### config.mk
export PLATFORM = sky130hd
export DESIGN_NAME = tristatenet_reg
export DESIGN_NICKNAME = d
export VERILOG_FILES = /design/src/rtl/tristate_pkg.sv /design/src/rtl/tristate_resolve.sv /design/src/rtl/tristatenet_reg.sv
export SDC_FILE = /design/constraint.sdc
export NUM_CORES = 1
export LEC_CHECK = 0
export ABC_AREA = 1
export CORE_UTILIZATION = 30
export DETAILED_ROUTE_END_ITERATION = 8
export GPL_TIMING_DRIVEN = 0
export PLACE_DENSITY_LB_ADDON = 0.05
export SLEW_MARGIN = 0
export SYNTH_ARGS = -nofsm -noshare
export SYNTH_HDL_FRONTEND = slang
export SYNTH_SLANG_ARGS = --single-unit
### constraint.sdc
create_clock -name i_clk -period 1.6 [get_ports i_clk]
set_input_delay 0.16 -clock i_clk [delete_from_list [all_inputs] [get_ports i_clk]]
set_output_delay 0.16 -clock i_clk [all_outputs]
set_load 0.02 [all_outputs]
### src/rtl/tristate_pkg.sv
// Shared definitions for the registered tristate-net bus model.
// Contents:
//   - contention-handling mode encodings;
//   - enable-count classification;
//   - owner-index width helper.
package tristate_pkg;

    localparam int unsigned TRI_MODE_POISON   = 0;
    localparam int unsigned TRI_MODE_PRIORITY = 1;

    // How many drivers asserted their enable in a given cycle
    typedef enum logic [1:0] {
        CLS_NONE = 2'd0,
        CLS_ONE  = 2'd1,
        CLS_MANY = 2'd2
    } en_class_t;

    // Owner index width; never narrower than one bit
    function automatic int unsigned owner_w(input int unsigned n);
        return (n < 2) ? 1 : int'($clog2(n));
    endfunction

endpackage

### src/rtl/tristate_resolve.sv
// Combinational driver resolver: classifies the enable count and picks
// the lowest-index enabled driver together with its data.
// Ports:
//   i_noe       active-low enables, a bit is enabled only when exactly 0
//   i_data      packed driver data, driver k at [WIDTH*(k+1)-1 -: WIDTH]
//   cls_c       none / one / many enabled
//   win_idx_c   lowest enabled index (0 when none)
//   win_data_c  data of that driver (0 when none)
module tristate_resolve
    import tristate_pkg::*;
#(
    parameter int unsigned INPUT_COUNT = 2,
    parameter int unsigned WIDTH       = 8
) (
    input  logic [INPUT_COUNT-1:0]               i_noe,
    input  logic [WIDTH*INPUT_COUNT-1:0]         i_data,
    output en_class_t                            cls_c,
    output logic [owner_w(INPUT_COUNT)-1:0]      win_idx_c,
    output logic [WIDTH-1:0]                     win_data_c
);

    localparam int unsigned OWN_W = owner_w(INPUT_COUNT);

    logic [INPUT_COUNT-1:0] en;
    logic                   seen_one;
    logic                   seen_many;

    // X or Z on an enable is treated as disabled
    always_comb begin
        en = '0;
        for (int k = 0; k < int'(INPUT_COUNT); k++) begin
            en[k] = (i_noe[k] === 1'b0);
        end
    end

    // Count class and lowest-index winner
    always_comb begin
        seen_one   = 1'b0;
        seen_many  = 1'b0;
        win_idx_c  = '0;
        win_data_c = '0;
        cls_c      = CLS_NONE;
        for (int k = 0; k < int'(INPUT_COUNT); k++) begin
            if (en[k]) begin
                if (seen_one) begin
                    seen_many = 1'b1;
                end
                seen_one = 1'b1;
            end
        end
        // Walk downwards so the lowest enabled index is written last
        for (int k = int'(INPUT_COUNT) - 1; k >= 0; k--) begin
            if (en[k]) begin
                win_idx_c  = OWN_W'(k);
                win_data_c = i_data[WIDTH*k +: WIDTH];
            end
        end
        if (seen_many) begin
            cls_c = CLS_MANY;
        end else if (seen_one) begin
            cls_c = CLS_ONE;
        end
    end

endmodule

### src/rtl/tristatenet_reg.sv
// Registered tristate bus: resolves INPUT_COUNT active-low-enabled drivers
// onto one WIDTH-bit bus with one cycle of latency, tracks the owning
// driver and reports contention (pulse, sticky flag, saturating count).
// Optional feature macro: TRISTATE_KEEPER_EN
//   defined   - bus keeper, an undriven bus holds its last registered value
//   undefined - pull-up, an undriven bus reads all-ones
// Ports:
//   i_clk, i_nrst       clock, asynchronous active-low reset
//   i_data, i_noe       packed driver data and active-low enables
//   i_clr               synchronous clear of sticky flag and counter
//   o_data, o_noe       registered bus value and bus-valid (active low)
//   o_owner             index of the last driver that won the bus
//   o_conflict          one-cycle pulse per conflicting sample
//   o_conflict_sticky   latched conflict flag
//   o_conflict_cnt      saturating conflict cycle count
module tristatenet_reg
    import tristate_pkg::*;
#(
    parameter int unsigned INPUT_COUNT   = 2,
    parameter int unsigned WIDTH         = 8,
    parameter int unsigned CNT_WIDTH     = 8,
    parameter int unsigned PRIORITY_MODE = TRI_MODE_POISON
) (
    input  logic                              i_clk,
    input  logic                              i_nrst,
    input  logic [WIDTH*INPUT_COUNT-1:0]      i_data,
    input  logic [INPUT_COUNT-1:0]            i_noe,
    input  logic                              i_clr,
    output logic [WIDTH-1:0]                  o_data,
    output logic                              o_noe,
    output logic [owner_w(INPUT_COUNT)-1:0]   o_owner,
    output logic                              o_conflict,
    output logic                              o_conflict_sticky,
    output logic [CNT_WIDTH-1:0]              o_conflict_cnt
);

    localparam int unsigned OWN_W = owner_w(INPUT_COUNT);

    en_class_t              cls;
    logic [OWN_W-1:0]       win_idx;
    logic [WIDTH-1:0]       win_data;

    logic [WIDTH-1:0]       data_n;
    logic                   noe_n;
    logic [OWN_W-1:0]       owner_n;
    logic                   conflict_n;
    logic                   sticky_n;
    logic [CNT_WIDTH-1:0]   cnt_n;
    logic [CNT_WIDTH-1:0]   cnt_base;

    tristate_resolve #(
        .INPUT_COUNT (INPUT_COUNT),
        .WIDTH       (WIDTH)
    ) u_resolve (
        .i_noe      (i_noe),
        .i_data     (i_data),
        .cls_c      (cls),
        .win_idx_c  (win_idx),
        .win_data_c (win_data)
    );

    // Next-state for bus value, ownership and diagnostics
    always_comb begin
`ifdef TRISTATE_KEEPER_EN
        data_n = o_data;
`else
        data_n = '1;
`endif
        noe_n      = 1'b1;
        owner_n    = o_owner;
        conflict_n = 1'b0;
        // Clear is applied first so a coincident conflict lands on top of it
        cnt_base   = i_clr ? '0 : o_conflict_cnt;
        sticky_n   = i_clr ? 1'b0 : o_conflict_sticky;
        cnt_n      = cnt_base;
        case (cls)
            CLS_ONE: begin
                data_n  = win_data;
                noe_n   = 1'b0;
                owner_n = win_idx;
            end
            CLS_MANY: begin
                conflict_n = 1'b1;
                sticky_n   = 1'b1;
                cnt_n      = (&cnt_base) ? cnt_base : cnt_base + CNT_WIDTH'(1);
                if (PRIORITY_MODE == TRI_MODE_PRIORITY) begin
                    data_n  = win_data;
                    noe_n   = 1'b0;
                    owner_n = win_idx;
                end else begin
`ifdef SYNTHESIS
                    data_n = o_data;
`else
                    data_n = {WIDTH{1'bx}};
`endif
                end
            end
            default: ;
        endcase
    end

    // Output registers
    always_ff @(posedge i_clk or negedge i_nrst) begin
        if (!i_nrst) begin
            o_data            <= '1;
            o_noe             <= 1'b1;
            o_owner           <= '0;
            o_conflict        <= 1'b0;
            o_conflict_sticky <= 1'b0;
            o_conflict_cnt    <= '0;
        end else begin
            o_data            <= data_n;
            o_noe             <= noe_n;
            o_owner           <= owner_n;
            o_conflict        <= conflict_n;
            o_conflict_sticky <= sticky_n;
            o_conflict_cnt    <= cnt_n;
        end
    end

`ifndef SYNTHESIS
    // Report unresolved contention in simulation
    always @(posedge i_clk) begin
        if (i_nrst && (PRIORITY_MODE != TRI_MODE_PRIORITY) && (cls == CLS_MANY)) begin
            $display("%m: bus contention, poisoned bus at time %0t", $time);
        end
    end
`endif

endmodule

* Word-level counts from Yosys, hierarchy flattened
Cells that the tools add are included.
** Cells by class
- $add $sub $neg :: 1
- Eq/ne operators :: 4
- Multiplexer cells :: 18
- Reduce and logical (&&, ||, !) cells :: 2
** Operators with widths (count)
- 8-bit 2-to-1 mux :: 5
- 8-bit one-hot mux with 2 select lines :: 1
- 1-bit 2-to-1 mux :: 11
- 8-bit by 1-bit adder with 8-bit output (second input constant) :: 1
- 8-bit AND reduction :: 1
- 2-bit by 1-bit equality test with 1-bit output (second input constant) :: 1
- 2-bit equality test (second input constant) :: 1
- 1-bit === test (second input constant) :: 2
- 2-bit 2-to-1 mux :: 1
- 2-bit nonzero test :: 1
** Word-level totals
- Register bits :: 20
- Input bits :: 21
- Output and inout bits :: 20
- Word-level logic and storage cells :: 31

* Logic depth before layout (Yosys ltp)
- Word-level depth :: 7
- Depth in mapped cells :: 9
- Depth with buffers taken out :: 8

* Modules after synthesis
A second synthesis with hierarchy kept.
** Unflattened totals
- Cells, all modules :: 140
- Area total of the unflattened synthesis :: 1131.1 um^2
** Modules (own cells, without submodules)
- tristatenet_reg :: instances 1, cells each 110, area an instance 979.7 um^2, sequential area each 511.7 um^2
- tristate_resolve :: instances 1, cells each 30, area an instance 151.4 um^2, sequential area each 0.0 um^2

* Worst setup path before layout
Ideal clock, no wire load.
- Kind :: register to register
- From :: register o_conflict_cnt[1]
- To :: register o_conflict_cnt[5]
- Library setup time :: 0.128 ns
- Arrival time :: 1.048 ns
- Required time :: 1.472 ns
- Slack :: 0.425 ns
- Stages on the path, launching flop included :: 6
- Path buffers :: 0
- Clock period less this slack :: 1.175 ns
- Path through :: dfrtp_1 -> nand2_1 -> nor2_8 -> nand2_2 -> o21bai_1 -> nand3_1
** On the way
- Longest elaborated chain between the ends :: 4
- Elaborated cells between the ends (all ways) :: 5
- Classes of those cells :: add/sub: 1; mux: 3; reduce/logical: 1
** Ends and longest elaborated chain
- start, declared :: line tristatenet_reg.sv:34 : output logic [CNT_WIDTH-1:0] o_conflict_cnt
- start signal, assigned :: line tristatenet_reg.sv:117 : o_conflict_cnt <= cnt_n;
- 8-bit 2-to-1 mux * :: line tristatenet_reg.sv:73 : cnt_base = i_clr ? '0 : o_conflict_cnt;
- 8-bit by 1-bit adder with 8-bit output or 8-bit AND reduction (tied branches) :: line tristatenet_reg.sv:85 : cnt_n = (&cnt_base) ? cnt_base : cnt_base + CNT_WIDTH'(1);
- 8-bit 2-to-1 mux * :: line tristatenet_reg.sv:85
- 8-bit 2-to-1 mux * :: line tristatenet_reg.sv:76 : case (cls)
- named net cnt_n[5] :: line tristatenet_reg.sv:48 : logic [CNT_WIDTH-1:0] cnt_n;
Mark *: on every way through the listed nets, which the timed path passes. The rest lies on a longest branch.
A chain may end at the register's enable or synchronous reset.

* Final worst setup path
- From :: register o_data[7]
- To :: output port o_data[7]
** RTL lines
- start, declared :: line tristatenet_reg.sv:29 : output logic [WIDTH-1:0] o_data,
- start signal, assigned :: line tristatenet_reg.sv:112 : o_data <= data_n;
No word-level cell between the ends.

==> summary.md <==
| Metric | Value |
|---|---|
| Setup Crit Path Kind | reg -> out |
| Vias | 1053 |
| Area delta synth->final | 44.1% |
| Gate Count Post-Synth | 146 |
| # Max-Cap Violations | 0 |
| Crit-path cells | clkdlybuf4s50_1 |
| DRT iter0 DRCs | 38 |
| Worst Path Buf+Inv | 1 |
| Min-delay worst type | in -> reg |
| Synth cell count leaders | nand2_1, inv_1, nand3_1 |
| Yosys cell types | 24 |
| Clock Path Buffers | 2 |
| Status | completed |
| Clock sink count | 20 |
| CP Launch Type | flop |
| Max transition margin | 38.0% |
| CTS tree | built |
| Number of setup violations in the final report | 0 |
| GRT Util Overall | 14.6% |
| Synth top area cells | dfrtp_1, dfstp_2, nand2_1 |
| Initial core utilization | 31.2% |
| # nets final | 213 |
| Clock-pin slew on the worst setup and hold paths | 0.08 ns |
| Root Driver | clkbuf_8 |
| DR WL/cell | 10.8 microns |
| Top-count cell post-synth | nand2_1 |
| Slew @ Worst Pin | 0.927 ns |
| Final TNS setup | 0 ns |
| Setup WS pre-CTS | -0.159 ns |
| Port Buf Inserts | 39 |
| Yosys Warn Count | 0 |
| Num CTS Buffers | 3 |
| Skew final | 0.00478 ns |
| Largest net degree at the start of global routing | 21 |
| RSZ-0062 raised after global routing | no |
| Critical-path top delay cell | clkdlybuf4s50_1 |
| Worst-path maximum fanout | 2 |
| Final GP Congestion | 0.805 |
| Slew Viols, Final | 0 |
| CTS H-tree lvls | 1 |
| Required time worst endpoint | 1.44 ns |
| Number of synthesized flops with an enable pin | 0 |
| Crit end category | primary output |
| Main synth FF type | dfrtp_1 |
| Hpwl dp | 1.94 mm |
| Crit path DAT | 1.40 ns |
| Die Height | 63.7 microns |
| Row Count | 22 |
| Async set-or-reset flop fraction in the synthesized netlist | 100% |
| Top-area cell type share of the netlist area | 24.1% |
| Syn avg cell area | 7.82 sq um |
| Number of global-route vias before repair | 1053 |
| Syn nets | 169 |
| Clock latency on the worst-skew pair | 0.26 ns |
| Postcts setup bufs | 0 |
| Static leakage | 0.758 nW |
| Routed Antenna Nets | 0 |
| Total grt overflow | 0 |
| Core area | 3660 sq um |
| Final Worst Setup Slack | 0.0431 ns |
| Final period util | 97.3% |
| Die footprint | 4050 sq um |
| Initial antenna violation count | 0 |
| TritonRoute pass-1 iters | 4 |
| DRC viols | 0 |
| Die width | 63.7 microns |
| Fmax | 642 MHz |
| Vias per cell | 4.44 |
| Share of layout cells above drive strength 1 | 16.9% |
| Mapped Area | 1140 sq um |
| # IOs | 41 |
| Ant. Diodes | 0 |
| Synth area leader | dfrtp_1 |
| Hold Slack | 0.162 ns |
| Peak VDD IR | 0.302 mV |
| Worst path max stage delay | 0.59 ns |
| Pwr dens | 739 nW/um^2 |
| #FFs+latches synth | 20 |
| Fin crit period | 1.56 ns |
| Global-route wire length before repair | 4.55 mm |
| Seq/Total Area, Yosys | 44.8% |
| Final Hold Viols | 0 |
| CP delay by family, top | buffers and inverters |
| Routed WL | 2.56 mm |
==> per-stage QoR <==
stage          instance area, sq um  utilization (%)  power [mW]  instances
4_1_cts                        1640             44.7        1.23        237
3_3_place_gp                   1590             43.5       0.881        233
5_1_grt                        1640             44.9        1.29        237
6_report                       1640             44.9        1.22        237
2_1_floorplan                  1140                -       0.728        146
3_5_place_dp                   1590             43.5       0.883        233
==> what timing repair did <==
item,4_1_cts,5_1_grt
hold buffers,0,0
setup endpoints to repair,0,3
gates resized for setup,0,3
==> sequential cells by signal, indices dropped and copies added (netlist names) <==
name,cells
o_conflict_cnt,8
o_data,8
o_conflict,1
o_conflict_sticky,1
o_noe,1
o_owner,1
==> layer usage <==
metal	GRT usage (%)	wire length [microns]	part of all wire (%)	vias to the layer above
met5	0	0	0	-
met4	6.82	49	1.9	0
met3	3.26	149	5.8	5
met2	24.7	1170	46	34
met1	17.3	1190	47	478
li1	-	-	-	536
==> final cells by class <==
| class | count | area [sq um] |
|---|---|---|
| repair buffers | 39 | 395 |
| plain buffers | 3 | 23.8 |
| inverters | 25 | 104 |
| flip-flops and latches | 20 | 512 |
| well taps | 48 | 60.1 |
| fillers | 376 | 2020 |
| clock buffers | 4 | 45.0 |
| multi-input cells | 98 | 504 |
==> worst paths after layout <==
check	to	cells after the start	slack [ns]	from
min in group asynchronous	o_conflict_cnt[7]	1	0.41	i_nrst
worst min-delay path	o_conflict_cnt[7]	2	0.16	i_clr
worst max register to register	o_conflict_cnt[3]	7	0.45	o_conflict_cnt[0]
worst max-delay path	o_data[7]	1	0.04	o_data[7]
worst min register to register	o_owner	2	0.48	o_owner
max in group asynchronous	o_conflict_sticky	1	0.62	i_nrst
==> where the power goes <==
part	switching [mW]	internal, mW	leakage [nW]
Combinational	0.145	0.137	0.492
Sequential	0.0238	0.563	0.243
Clock	0.168	0.177	0.0228
==> kinds of logic after synthesis <==
| family | Yosys count | share of synthesized area (%) |
|---|---|---|
| AO/OA/AOI/OAI | 14 | 6.36 |
| adder cells (fa/ha/maj) | 2 | 2.19 |
| AND/OR/NAND/NOR | 82 | 35.6 |
| buffers and inverters | 28 | 11.0 |
| flip-flops | 20 | 44.8 |
==> cell usage in the layout (no fill, tap or decap), types with 2 or more instances in the layout <==
master	instances
nand2_1	43
o21ai_0	4
clkbuf_8	3
dfrtp_1	11
nor2_1	6
inv_1	22
nand3_1	16
nand4_1	2
o21ai_1	7
nor2_2	6
nor2_4	2
nand2_2	2
a21oi_1	2
ha_1	2
clkdlybuf4s50_1	37
dfstp_2	9
dlymetal6s2s_1	2
nand2_4	2
(Power assumes the default switching activity.)
